$ cat config.mk
export PLATFORM = sky130hd
export DESIGN_NAME = pc_ch_mux_flat
export DESIGN_NICKNAME = d
export VERILOG_FILES = /design/src/rtl/pc_ch_mux_pkg.sv /design/src/rtl/pc_ch_mux_if.sv /design/src/rtl/pc_ch_mux_gap_timer.sv /design/src/rtl/pc_ch_mux.sv /design/src/flat_wrapper.sv
export SDC_FILE = /design/constraint.sdc
export NUM_CORES = 1
export LEC_CHECK = 0
export CAP_MARGIN = 15
export CORE_MARGIN = 2
export CORE_UTILIZATION = 40
export CTS_BUF_LIST = sky130_fd_sc_hd__clkbuf_16
export CTS_CLUSTER_DIAMETER = 80
export CTS_CLUSTER_SIZE = 12
export DETAILED_ROUTE_END_ITERATION = 12
export PLACE_DENSITY = 0.84
export SYNTH_ARGS = -nofsm -noshare
export SYNTH_HDL_FRONTEND = slang
export SYNTH_SLANG_ARGS = --single-unit
$ cat constraint.sdc
create_clock -name clk_sys -period 3.53 [get_ports clk_sys]
set_input_delay 0.353 -clock clk_sys [delete_from_list [all_inputs] [get_ports clk_sys]]
set_output_delay 0.353 -clock clk_sys [all_outputs]
set_load 0.02 [all_outputs]
$ cat src/rtl/pc_ch_mux_pkg.sv
// Shared types and helpers for the PC channel router: frame state encoding,
// drop counter ceiling and a popcount used to tally discarded RX bytes.
package pc_ch_pkg;

  typedef enum logic {
    ST_IDLE = 1'b0,
    ST_BUSY = 1'b1
  } state_t;

  localparam logic [15:0] DROP_MAX = 16'hFFFF;

  function automatic logic [4:0] popcount16(input logic [15:0] vec);
    logic [4:0] n;
    n = '0;
    for (int i = 0; i < 16; i++) begin
      n = n + {4'b0000, vec[i]};
    end
    return n;
  endfunction

endpackage

$ cat src/rtl/pc_ch_mux_if.sv
// Link-side and PC-side byte streams of the channel router. The master
// modport is the router itself; the slave modport is its surroundings.
interface pc_ch_mux_if #(
  parameter int CH_NUM = 4,
  parameter int DW     = 8
);

  logic [CH_NUM*DW-1:0] ch_rx_data;
  logic [CH_NUM-1:0]    ch_rx_valid;
  logic [CH_NUM*DW-1:0] ch_tx_data;
  logic [CH_NUM-1:0]    ch_tx_en;
  logic [DW-1:0]        pc_tx_data;
  logic                 pc_tx_valid;
  logic [DW-1:0]        pc_rx_data;
  logic                 pc_rx_valid;

  modport master (
    input  ch_rx_data, ch_rx_valid, pc_tx_data, pc_tx_valid,
    output ch_tx_data, ch_tx_en, pc_rx_data, pc_rx_valid
  );

  modport slave (
    output ch_rx_data, ch_rx_valid, pc_tx_data, pc_tx_valid,
    input  ch_tx_data, ch_tx_en, pc_rx_data, pc_rx_valid
  );

endinterface

$ cat src/rtl/pc_ch_mux_gap_timer.sv
// Idle-gap timer: counts cycles without activity and pulses gap_done on the
// cycle that completes a GAP_CYC-long silence, which ends the current frame.
module pc_gap_timer #(
  parameter int GAP_CYC = 1000,
  parameter int GAP_W   = 16
) (
  input  logic clk_sys,
  input  logic rst_n,
  input  logic act,
  input  logic clr,
  output logic gap_done
);

  logic [GAP_W-1:0] cnt;

  assign gap_done = !act && (cnt == GAP_W'(GAP_CYC - 1));

  always_ff @(posedge clk_sys or negedge rst_n) begin
    if (!rst_n) begin
      cnt <= '0;
    end else if (act || clr || gap_done) begin
      cnt <= '0;
    end else begin
      cnt <= cnt + 1'b1;
    end
  end

endmodule

$ cat src/rtl/pc_ch_mux.sv
// N-channel PC data router: muxes the active link's RX bytes to the PC and
// steers PC TX bytes to that link, changing links only between frames.
module pc_ch_mux
  import pc_ch_pkg::*;
#(
  parameter int U_DLY   = 1,
  parameter int CH_NUM  = 4,
  parameter int DW      = 8,
  parameter int CH_W    = 2,
  parameter int GAP_CYC = 1000,
  parameter int GAP_W   = 16
) (
  input  logic             clk_sys,
  input  logic             rst_n,
  pc_ch_mux_if.master      bus,
  input  logic [CH_W-1:0]  ch_sel,
  input  logic             sel_force,
  output logic [CH_W-1:0]  ch_act,
  output logic             frame_busy,
  output logic             sw_pending,
  output logic             sel_err,
  output logic [15:0]      drop_cnt
);

  state_t              state, state_nxt;
  logic [CH_W-1:0]     ch_act_nxt;
  logic [CH_NUM-1:0]   act_onehot;
  logic [DW-1:0]       rx_data_sel;
  logic [CH_NUM*DW-1:0] tx_data_nxt;
  logic [CH_NUM-1:0]   tx_en_nxt;
  logic                act, sel_ok, sel_change, force_sw, tmr_clr, gap_done;
  logic [16:0]         drop_sum;

  // Active channel as a one-hot mask; drives both the RX mux and TX demux.
  always_comb begin
    act_onehot  = '0;
    rx_data_sel = '0;
    tx_en_nxt   = '0;
    tx_data_nxt = '0;
    for (int k = 0; k < CH_NUM; k++) begin
      act_onehot[k] = (ch_act == CH_W'(k));
      if (act_onehot[k]) begin
        rx_data_sel            = bus.ch_rx_data[k*DW +: DW];
        tx_en_nxt[k]           = bus.pc_tx_valid;
        tx_data_nxt[k*DW +: DW] = bus.pc_tx_data;
      end
    end
  end

  assign act        = |(bus.ch_rx_valid & act_onehot) | bus.pc_tx_valid;
  assign sel_ok     = int'(ch_sel) < CH_NUM;
  assign sel_change = sel_ok && (ch_sel != ch_act);
  assign force_sw   = sel_change && sel_force;
  assign tmr_clr    = (state == ST_IDLE) || force_sw;

  assign frame_busy = (state == ST_BUSY);
  assign sw_pending = sel_change;
  assign sel_err    = !sel_ok;

  pc_gap_timer #(
    .GAP_CYC (GAP_CYC),
    .GAP_W   (GAP_W)
  ) u_gap_timer (
    .clk_sys  (clk_sys),
    .rst_n    (rst_n),
    .act      (act),
    .clr      (tmr_clr),
    .gap_done (gap_done)
  );

  always_ff @(posedge clk_sys or negedge rst_n) begin
    if (!rst_n) begin
      state  <= ST_IDLE;
      ch_act <= '0;
    end else begin
      state  <= state_nxt;
      ch_act <= ch_act_nxt;
    end
  end

  // A forced switch wins outright; otherwise a switch needs an idle, silent cycle.
  always_comb begin
    state_nxt  = state;
    ch_act_nxt = ch_act;
    if (force_sw) begin
      ch_act_nxt = ch_sel;
      state_nxt  = ST_IDLE;
    end else if (state == ST_IDLE) begin
      if (act) begin
        state_nxt = ST_BUSY;
      end else if (sel_change) begin
        ch_act_nxt = ch_sel;
      end
    end else if (gap_done) begin
      state_nxt = ST_IDLE;
    end
  end

  assign drop_sum = {1'b0, drop_cnt}
                  + 17'(popcount16(16'(bus.ch_rx_valid & ~act_onehot)));

  always_ff @(posedge clk_sys or negedge rst_n) begin
    if (!rst_n) begin
      bus.pc_rx_data  <= '0;
      bus.pc_rx_valid <= 1'b0;
      bus.ch_tx_data  <= '0;
      bus.ch_tx_en    <= '0;
      drop_cnt        <= '0;
    end else begin
      bus.pc_rx_data  <= rx_data_sel;
      bus.pc_rx_valid <= |(bus.ch_rx_valid & act_onehot);
      bus.ch_tx_data  <= tx_data_nxt;
      bus.ch_tx_en    <= tx_en_nxt;
      drop_cnt        <= drop_sum[16] ? DROP_MAX : drop_sum[15:0];
    end
  end

endmodule

$ cat src/flat_wrapper.sv
// flat-port wrapper written by rule: the top's interface ports become plain ports
module pc_ch_mux_flat import pc_ch_pkg::*;
#(
  parameter int U_DLY   = 1,
  parameter int CH_NUM  = 4,
  parameter int DW      = 8,
  parameter int CH_W    = 2,
  parameter int GAP_CYC = 1000,
  parameter int GAP_W   = 16
)
  (clk_sys, rst_n, ch_sel, sel_force, ch_act, frame_busy, sw_pending, sel_err, drop_cnt, bus_ch_rx_data, bus_ch_rx_valid, bus_pc_tx_data, bus_pc_tx_valid, bus_ch_tx_data, bus_ch_tx_en, bus_pc_rx_data, bus_pc_rx_valid);
  pc_ch_mux_if #(.CH_NUM(CH_NUM), .DW(DW)) bus_i ();
  input  logic clk_sys;
  input  logic rst_n;
  input  logic [CH_W-1:0] ch_sel;
  input  logic sel_force;
  output logic [CH_W-1:0] ch_act;
  output logic frame_busy;
  output logic sw_pending;
  output logic sel_err;
  output logic [15:0] drop_cnt;
  input wire logic [$bits(bus_i.ch_rx_data)-1:0] bus_ch_rx_data;
  input wire logic [$bits(bus_i.ch_rx_valid)-1:0] bus_ch_rx_valid;
  input wire logic [$bits(bus_i.pc_tx_data)-1:0] bus_pc_tx_data;
  input wire logic [$bits(bus_i.pc_tx_valid)-1:0] bus_pc_tx_valid;
  output wire logic [$bits(bus_i.ch_tx_data)-1:0] bus_ch_tx_data;
  output wire logic [$bits(bus_i.ch_tx_en)-1:0] bus_ch_tx_en;
  output wire logic [$bits(bus_i.pc_rx_data)-1:0] bus_pc_rx_data;
  output wire logic [$bits(bus_i.pc_rx_valid)-1:0] bus_pc_rx_valid;
  assign bus_i.ch_rx_data = bus_ch_rx_data;
  assign bus_i.ch_rx_valid = bus_ch_rx_valid;
  assign bus_i.pc_tx_data = bus_pc_tx_data;
  assign bus_i.pc_tx_valid = bus_pc_tx_valid;
  assign bus_ch_tx_data = bus_i.ch_tx_data;
  assign bus_ch_tx_en = bus_i.ch_tx_en;
  assign bus_pc_rx_data = bus_i.pc_rx_data;
  assign bus_pc_rx_valid = bus_i.pc_rx_valid;
  pc_ch_mux #(.U_DLY(U_DLY), .CH_NUM(CH_NUM), .DW(DW), .CH_W(CH_W), .GAP_CYC(GAP_CYC), .GAP_W(GAP_W)) u_core (.clk_sys(clk_sys), .rst_n(rst_n), .bus(bus_i), .ch_sel(ch_sel), .sel_force(sel_force), .ch_act(ch_act), .frame_busy(frame_busy), .sw_pending(sw_pending), .sel_err(sel_err), .drop_cnt(drop_cnt));
endmodule
After elaboration in Yosys (flattened, before gate mapping):

Index checks and enable logic that the tools add are counted.

* add/sub/neg operators: 17
* equal/unequal tests: 7
* mux-type cells: 22
* bitwise logic cells: 5
* reduce and logical (&&, ||, !) cells: 10

Operator list (number)
* 5-bit by 1-bit adder with 5-bit output: 14
* 8-bit two-way mux: 8
* 16-bit two-way mux: 2
* 16-bit by 5-bit adder with 17-bit output: 1
* 16-bit by 1-bit adder with 16-bit output, second input constant: 1
* 4-bit by 16-bit bitwise AND with 16-bit output: 1
* 16-bit by 10-bit equality test with 1-bit output, second input constant: 1
* 4-bit inverter with 16-bit output: 1
* 1-bit two-way mux: 8
* 2-bit two-way mux: 4
* 4-bit bitwise AND: 1
* 2-bit equality test, second input constant: 2
* 4-bit OR reduction: 1
* 1-bit logical OR: 3
* 3-bit AND reduction: 1
* 1-bit by 1-bit adder with 2-bit output: 1
* 2-bit by 1-bit equality test with 1-bit output, second input constant: 1
* 1-bit logical AND: 2
* 2-bit zero test: 1
* 2-bit by 1-bit inequality test with 1-bit output, second input constant: 1
* 2-bit inequality test: 1
* 2-bit inequality test, second input constant: 1
* 2-bit nonzero test: 1
* 1-bit zero test: 1
* 2 further kinds: 2

* register bits: 80
* output and inout bits: 66
* logic and storage cells: 69

Longest topological paths before layout:

Gate-level depths: netlist of run 1.

* depth in word-level cells: 20
* mapped depth: 16
* gate-level depth less buffers: 13

By module:

Synthesis of run 1 repeated with hierarchy kept, for this count alone.

* cell total of the unflattened synthesis: 286
* area, all modules: 3505.9 um^2

By module, submodules not included
* pc_ch_mux: times used 1, cells an instance 202, area each 2691.3 um^2, sequential area each 1601.5 um^2
* pc_gap_timer: times used 1, cells an instance 84, area each 814.5 um^2, sequential area each 400.4 um^2

Worst setup path before layout of run 1:

OpenSTA, ideal clock, no wires.

* kind: register to register
* start point: register u_core.ch_act[0]
* end point: register u_core.drop_cnt[13]
* setup time: 69 ps
* arrival time: 3925 ps
* setup slack: -464 ps
* cell stages (with the launch flop): 17
* cells stage by stage: dfrtp_1 -> buf_6 -> clkbuf_1 -> nor2_1 -> nor2b_1 -> ha_1 -> inv_1 -> fa_1 -> inv_1 -> ha_1 -> inv_1 -> fa_1 -> nor2b_1 -> o21ai_0 -> or4_1 -> buf_2 -> nand3_1

* longest elaborated chain between the ends: 20

RTL lines
* start, declared: line pc_ch_mux.sv:18 `output logic [CH_W-1:0] ch_act,`
* start signal, assigned: line pc_ch_mux.sv:77 `ch_act <= ch_act_nxt;`
* 2-bit by 1-bit equality test with 1-bit output / 2-bit zero test (equally long branches): line pc_ch_mux.sv:41 `act_onehot[k] = (ch_act == CH_W'(k));`
* 4-bit inverter with 16-bit output *: line pc_ch_mux.sv:100 `+ 17'(popcount16(16'(bus.ch_rx_valid & ~act_onehot)));`
* 4-bit by 16-bit bitwise AND with 16-bit output *: line pc_ch_mux.sv:100
* 1-bit by 1-bit adder with 2-bit output: line pc_ch_mux_pkg.sv:16 `n = n + {4'b0000, vec[i]};`
* 5-bit by 1-bit adder with 5-bit output: line pc_ch_mux_pkg.sv:16
* 5-bit by 1-bit adder with 5-bit output * (13 in series): line pc_ch_mux_pkg.sv:16
* 16-bit by 5-bit adder with 17-bit output *: line pc_ch_mux.sv:100
* 16-bit two-way mux *: line pc_ch_mux.sv:114 `drop_cnt <= drop_sum[16] ? DROP_MAX : drop_sum[15:0];`
* end signal, assigned: line pc_ch_mux.sv:114
* end, declared: line pc_ch_mux.sv:22 `output logic [15:0] drop_cnt`

Every way passes the cells marked *; elsewhere a longest branch is shown, timed or not.
A chain may end at the register's enable or synchronous reset.

Final worst setup path of run 1:

* start point: register u_core.ch_act[0]
* end point: register u_core.drop_cnt[2]

The elaborated chain is that of the path after synthesis.

==> results of run 1 <==
## metal layers
| layer | up-vias | track usage, % | share of wire (%) |
|---|---|---|---|
| met3 | 13 | 6.24 | 6.6 |
| met1 | 1321 | 22.8 | 42 |
| met4 | 0 | 6.95 | 1.7 |
| met2 | 83 | 30.1 | 50 |
| met5 | - | 0 | 0 |
| li1 | 1281 | - | - |
## logic make-up after synthesis
group	Yosys count
compound gates	23
flops	80
simple gates	128
mux	13
xor+xnor	24
buf+inv	21
other cells	1
fa+ha+maj	8
## state kept, by name, indices dropped and copies added, names as in the netlist
register	count
u_core.frame_busy	1
u_core.bus.ch_tx_data	32
u_core.bus.ch_tx_en	4
u_core.ch_act	2
u_core.bus.pc_rx_data	8
u_core.drop_cnt	16
u_core.u_gap_timer.cnt	16
u_core.bus.pc_rx_valid	1
## power breakdown
part           total [mW]  switching (mW)  leakage, nW  internal, mW
logic               0.812           0.412         1.07         0.401
clock network       0.965           0.403        0.149         0.563
registers            1.10          0.0771         1.05          1.02
total                2.88           0.891         2.27          1.99
## worst paths after layout
| check | slack (ps) | startpoint | cells after the start | endpoint |
|---|---|---|---|---|
| min | 170 | rst_n | 1 | u_core.drop_cnt[8] |
| max reg2reg | 260 | u_core.ch_act[0] | 13 | u_core.drop_cnt[2] |
| min reg2reg | 490 | u_core.u_gap_timer.cnt[0] | 1 | u_core.u_gap_timer.cnt[0] |
| max in group asynchronous | 2660 | rst_n | 1 | u_core.ch_act[0] |
| min in group clk_sys | 490 | u_core.u_gap_timer.cnt[0] | 1 | u_core.u_gap_timer.cnt[0] |
| max | 260 | u_core.ch_act[0] | 13 | u_core.drop_cnt[2] |
## layout make-up
| class | instances | share of cell area [%] |
|---|---|---|
| Multi-Input combinational cell | 197 | 29.0 |
| Inverter | 10 | 0.723 |
| Clock inverter | 7 | 1.62 |
| Clock buffer | 9 | 4.34 |
| Tap cell | 108 | 2.60 |
| Sequential cell | 80 | 38.6 |
| Timing Repair Buffer | 122 | 23.1 |
## through the flow
stage / hold WS (ps) / utilization [%] / instances
3_3_place_gp: 458 / 56.0 / 517
5_1_grt: 266 / 59.5 / 533
3_5_place_dp: 460 / 56.0 / 517
6_report: 172 / 59.5 / 533
2_1_floorplan: 57.4 / - / 298
4_1_cts: 209 / 59.5 / 533
## Yosys cell counts, types with 2 or more instances
cell type	count
nand4_1	6
mux2_2	3
and3_1	12
clkbuf_1	6
xor2_1	9
nand2_1	22
and4_1	2
inv_1	10
nor2_2	3
nand2b_1	3
o31ai_1	2
a21oi_1	3
xnor2_1	15
mux4_1	3
o211ai_1	2
nor3_1	4
nand3_1	9
dfrtp_1	80
nor2_1	12
nor4_1	7
a21boi_0	2
buf_6	2
fa_1	2
nor2_4	8
ha_1	6
mux4_2	6
or4_1	5
o21ai_0	9
nor2b_1	7
and2_1	27
## worst max-delay path, stage by stage (launching register included)
cell	delay [ps]
dfrtp_2	430
nor2b_2	180
nor2b_1	120
ha_1	230
inv_1	70
fa_1	400
inv_1	60
ha_1	180
inv_1	60
fa_1	390
nor2b_2	150
o21ai_1	140
or4_4	650
o21ai_0	130
==> impl_metrics.csv, run 1 <==
group,metric,value,unit
run_status,status,"finished, final reports clean",
worst_setup_path,critPathKind,"reg2reg",
clock_network,clk_pin_slew,60,ps
timing,setup_tns,0,ps
synth,ys_warn_count,0,
timing,max_freq,306,MHz
global_routing,grt_pass1_wl,14.0,mm
finish,final_area,5190,um^2
detailed_routing,drt-total-wl,8.68,mm
synth,synth_compound_area_share,4.13,%
pwr,p_leak,2.27,nW
synth,synth_top_family_by_area,"simple AND/OR/NAND/NOR gates",
timing,setup_viol_count_final,0,
pwr,total_power,2.88,mW
timing,maxSlewViolCount,0,
floorplan,rows,34,
timing,tightest_slew,1050,ps
detailed_routing,vias,2698,
place,place_congestion,0.807,
clock_network,postCtsSetupRepairBufs,0,
place,dp_slack,-4.30,ps
detailed_routing,post-route-drc-count,0,
finish,area_delta_synth_final,43.9,%
worst_hold_path,min_path_type,"in2async",
finish,fillers,685,
worst_setup_path,end_kind,"register",
timing,setup_slack,261,ps
finish,finalNetCount,478,
clock_network,max-clock-path-buffers,2,
floorplan,die_h,99.0,um
synth,synth-xor-area-share,5.83,%
synth,avgSynthCellArea,12.1,um^2
pwr,vdd_ir_drop_max,0.000334,V
job,maxCapViolations,0,
floorplan,core,8720,um^2
worst_setup_path,startpoint_type,"register",
timing,final-hold-violation-count,0,
floorplan,die_w,99.0,um
timing,slew_headroom,30.0,%
detailed_routing,wl_per_cell,16.3,um
synth,synth.largest_area_cell,"dfrtp_1",
clock_network,numCtsBuffers,9,
timing,clock_skew,4.87,ps
clock_network,cts-resized-gates,0,
clock_network,clkSinkCount,80,
global_routing,grt_start_max_net_pins,81,
synth,synthCells,298,
synth,ys_top_cells_by_area,"dfrtp_1, and2_1, mux4_2, xnor2_1, nor2_4",
finish,antenna_cells,0,
synth,yosys.area_share.simple,20.9,%
synth,syn-cell-area,3610,um^2
global_routing,grt_overflow_total,0,
synth,yosysSeqAreaShare,55.5,%
synth,synth.area.mux_share,7.15,%
global_routing,grt_usage,18.4,%
finish,layout-drive-gt1-share,11.8,%
floorplan,boundaryPins,116,
finish,multi_input_area,1510,um^2
place,port_buffers,114,
place,hpwl,6.23,mm
finish,layout_commonest_cell,"clkdlybuf4s50_1",
finish,mostFrequentLayoutCells,"clkdlybuf4s50_1, dfrtp_1, and2_1, nand2_1, xnor2_1",
clock_network,clock_latency,340,ps
global_routing,grt_pass1_vias,2745,
timing,finalCriticalPeriod,3270,ps
clock_network,cts-root-buf,"clkbuf_16",
clock_network,cts_tree,"yes",
worst_setup_path,cp_max_fo,14,
worst_setup_path,crit_arrival,3520,ps
synth,synth_top_area_share,55.5,%
detailed_routing,dr.pass1.iters,4,
synth,synth_nets,356,
synth,synthArstFlopShare,100,%
timing,finalCritPeriodShare,92.6,%
floorplan,initial_core_util,41.4,%
clock_network,htreeDepth,3,
detailed_routing,ant_nets,0,
timing,rsz0062_at_grt,"no",
detailed_routing,viasPerCell,5.06,
finish,ff_latch_area,2000,um^2
pwr,power_density,555,nW/um^2
synth,synth_edf_count,0,
clock_network,ctsHoldBuffers,0,
global_routing,antenna_found_initial,0,
floorplan,dieArea,9790,um^2
synth,synth.distinct_cells,41,
synth,synth_ff_type,"dfrtp_1",
place,placed_area,4880,um^2
worst_setup_path,cp.required,3780,ps
synth,ys_ff_latch,80,
detailed_routing,drt-initial-drc-count,102,
synth,synth-adder-area-share,3.19,%
Power figures use the tool's default switching activity.
==> run 2, diff against run 1 <==
--- a/config.mk
+++ b/config.mk
@@ -8,9 +8,9 @@
 export CAP_MARGIN = 15
 export CORE_MARGIN = 2
 export CORE_UTILIZATION = 40
-export CTS_BUF_LIST = sky130_fd_sc_hd__clkbuf_16
+export CTS_BUF_LIST = sky130_fd_sc_hd__clkbuf_4 sky130_fd_sc_hd__clkbuf_8 sky130_fd_sc_hd__clkbuf_16
 export CTS_CLUSTER_DIAMETER = 80
-export CTS_CLUSTER_SIZE = 12
+export CTS_CLUSTER_SIZE = 20
 export DETAILED_ROUTE_END_ITERATION = 12
 export PLACE_DENSITY = 0.84
 export SYNTH_ARGS = -nofsm -noshare
==> run 2 against run 1 <==
- setup slack worse by 0.69 ps
- utilization shrank 1.2 points
- sequential power about the same
- clock skew grew 3.6 ps
- non-clock buffer count unchanged
- wire length fell by 1.9%
- sequential share of layout area grew 0.77 points
- critical endpoint unchanged
==> impl_metrics.csv, run 2 (synthesis gave the netlist of run 1 again) <==
group,metric,value,unit
run_status,status,"finished, final reports clean",
timing,tightest_slew,1060,ps
global_routing,grt_start_max_net_pins,81,
finish,layout-drive-gt1-share,11.8,%
worst_setup_path,cp_max_fo,14,
finish,fillers,703,
global_routing,grt_usage,18.1,%
clock_network,clock_latency,360,ps
timing,setup_viol_count_final,0,
place,place_congestion,0.807,
global_routing,antenna_found_initial,0,
place,dp_slack,-4.30,ps
floorplan,core,8720,um^2
global_routing,grt_use_met1,22.8,%
timing,finalCriticalPeriod,3270,ps
timing,setup_tns,0,ps
pwr,power_density,515,nW/um^2
finish,mostFrequentLayoutCells,"clkdlybuf4s50_1, dfrtp_1, and2_1, nand2_1, xnor2_1",
clock_network,numCtsBuffers,9,
clock_network,postCtsSetupRepairBufs,0,
global_routing,grt_pass1_vias,2717,
global_routing,busiest_layer,"met2",
finish,layout_commonest_cell,"clkdlybuf4s50_1",
place,port_buffers,114,
floorplan,rows,34,
clock_network,clkSinkCount,80,
floorplan,dieArea,9790,um^2
floorplan,die_h,99.0,um
worst_setup_path,crit_arrival,3550,ps
timing,setup_slack,260,ps
global_routing,grt_overflow_total,0,
clock_network,htreeDepth,3,
timing,slew_headroom,29.5,%
pwr,p_leak,2.22,nW
worst_setup_path,cp.required,3810,ps
worst_setup_path,cp_cell_sequence,"nor2b_2 > nor2b_1 > ha_1 > inv_1 > fa_1 > inv_1 > ha_1 > inv_1 > fa_1 > nor2b_2 > o21ai_1 > or4_4 > o21ai_0",
clock_network,max-clock-path-buffers,2,
global_routing,use_met3,6.03,%
detailed_routing,wl_per_cell,16.0,um
worst_setup_path,critPathBufInv,3,
timing,whs,142,ps
detailed_routing,ant_nets,0,
timing,finalCritPeriodShare,92.6,%
timing,rsz0062_at_grt,"no",
detailed_routing,vias,2684,
clock_network,ctsHoldBuffers,0,
floorplan,die_w,99.0,um
clock_network,clk_pin_slew,90,ps
floorplan,boundaryPins,116,
pwr,vdd_ir_drop_max,0.000268,V
worst_hold_path,min_path_type,"in2async",
global_routing,grtUsageMet2,29.6,%
place,placed_area,4880,um^2
place,dp.cells,517,
clock_network,cts-root-buf,"clkbuf_8",
finish,antenna_cells,0,
detailed_routing,drt-initial-drc-count,95,
finish,fin_cells,533,
timing,final-hold-violation-count,0,
worst_setup_path,end_kind,"register",
clock_network,cts-resized-gates,0,
timing,clock_skew,8.45,ps
detailed_routing,dr.pass1.iters,4,
job,maxCapViolations,0,
timing,maxSlewViolCount,0,
finish,largest_reg_flops,32,
worst_setup_path,crit_slowest_cell,"or4_4",
finish,reg_top3,"u_core.bus.ch_tx_data (32), u_core.drop_cnt (16), u_core.u_gap_timer.cnt (16)",
worst_setup_path,critPathMaxStageDelay,650,ps
place,hpwl,6.23,mm
global_routing,grt_pass1_wl,13.9,mm
timing,max_freq,306,MHz
floorplan,initial_core_util,41.4,%
finish,final_area,5090,um^2
clock_network,cts_tree,"yes",
worst_setup_path,critPathKind,"reg2reg",
detailed_routing,viasPerCell,5.04,
finish,largest_register,"u_core.bus.ch_tx_data",
finish,finalNetCount,478,
worst_setup_path,cp_top_family,"adder cells",
detailed_routing,post-route-drc-count,0,
detailed_routing,drt-total-wl,8.51,mm
worst_setup_path,worst_path_most_repeated_cell,"inv_1",
worst_setup_path,startpoint_type,"register",
finish,area_delta_synth_final,41.1,%
-- run 2: cell counts in the layout (fill, tap and decap cells not counted) --
Identical to the previous run, type by type.
-- run 2: power by group --
part	total (mW)	internal (mW)	switching [mW]
registers	1.10	1.02	0.0762
clock network	0.713	0.342	0.372
logic	0.809	0.401	0.409
-- run 2: through the flow --
| stage | util, % | total power [mW] |
|---|---|---|
| 2_1_floorplan | - | 1.54 |
| 3_5_place_dp | 56.0 | 1.93 |
| 6_report | 58.4 | 2.62 |
| 3_3_place_gp | 56.0 | 1.90 |
| 4_1_cts | 58.4 | 2.65 |
| 5_1_grt | 58.4 | 2.76 |
-- run 2: path summary, 6_finish.rpt --
check,startpoint,endpoint,slack [ps],depth (start not counted)
min in group clk_sys,u_core.u_gap_timer.cnt[0],u_core.u_gap_timer.cnt[0],470,1
max in group asynchronous,rst_n,u_core.ch_act[0],2700,1
worst max-delay path,u_core.ch_act[0],u_core.drop_cnt[2],260,13
worst min-delay path,rst_n,u_core.drop_cnt[11],140,1
worst max register to register,u_core.ch_act[0],u_core.drop_cnt[2],260,13
worst min register to register,u_core.u_gap_timer.cnt[0],u_core.u_gap_timer.cnt[0],470,1
-- run 2: layout make-up --
type | instances | area, um^2 | share of cell area (%)
Clock inverter | 7 | 83.8 | 1.65
Sequential cell | 80 | 2000 | 39.4
Clock buffer | 9 | 124 | 2.43
Multi-Input combinational cell | 197 | 1510 | 29.6
Inverter | 10 | 37.5 | 0.738
Timing Repair Buffer | 122 | 1200 | 23.6
Tap cell | 108 | 135 | 2.66
-- run 2: layer usage --
| metal | vias to the layer above | part of all wire, % |
|---|---|---|
| met5 | - | 0 |
| met4 | 0 | 1.6 |
| met3 | 11 | 6.4 |
| met2 | 77 | 50 |
| met1 | 1321 | 42 |
| li1 | 1275 | - |
-- run 2: worst register-to-register path: stages (launching register included) --
cell and delay, ps:
dfrtp_2 440, nor2b_2 180, nor2b_1 120, ha_1 230
inv_1 70, fa_1 400, inv_1 60, ha_1 180
inv_1 70, fa_1 390, nor2b_2 140, o21ai_1 130
or4_4 650, o21ai_0 140
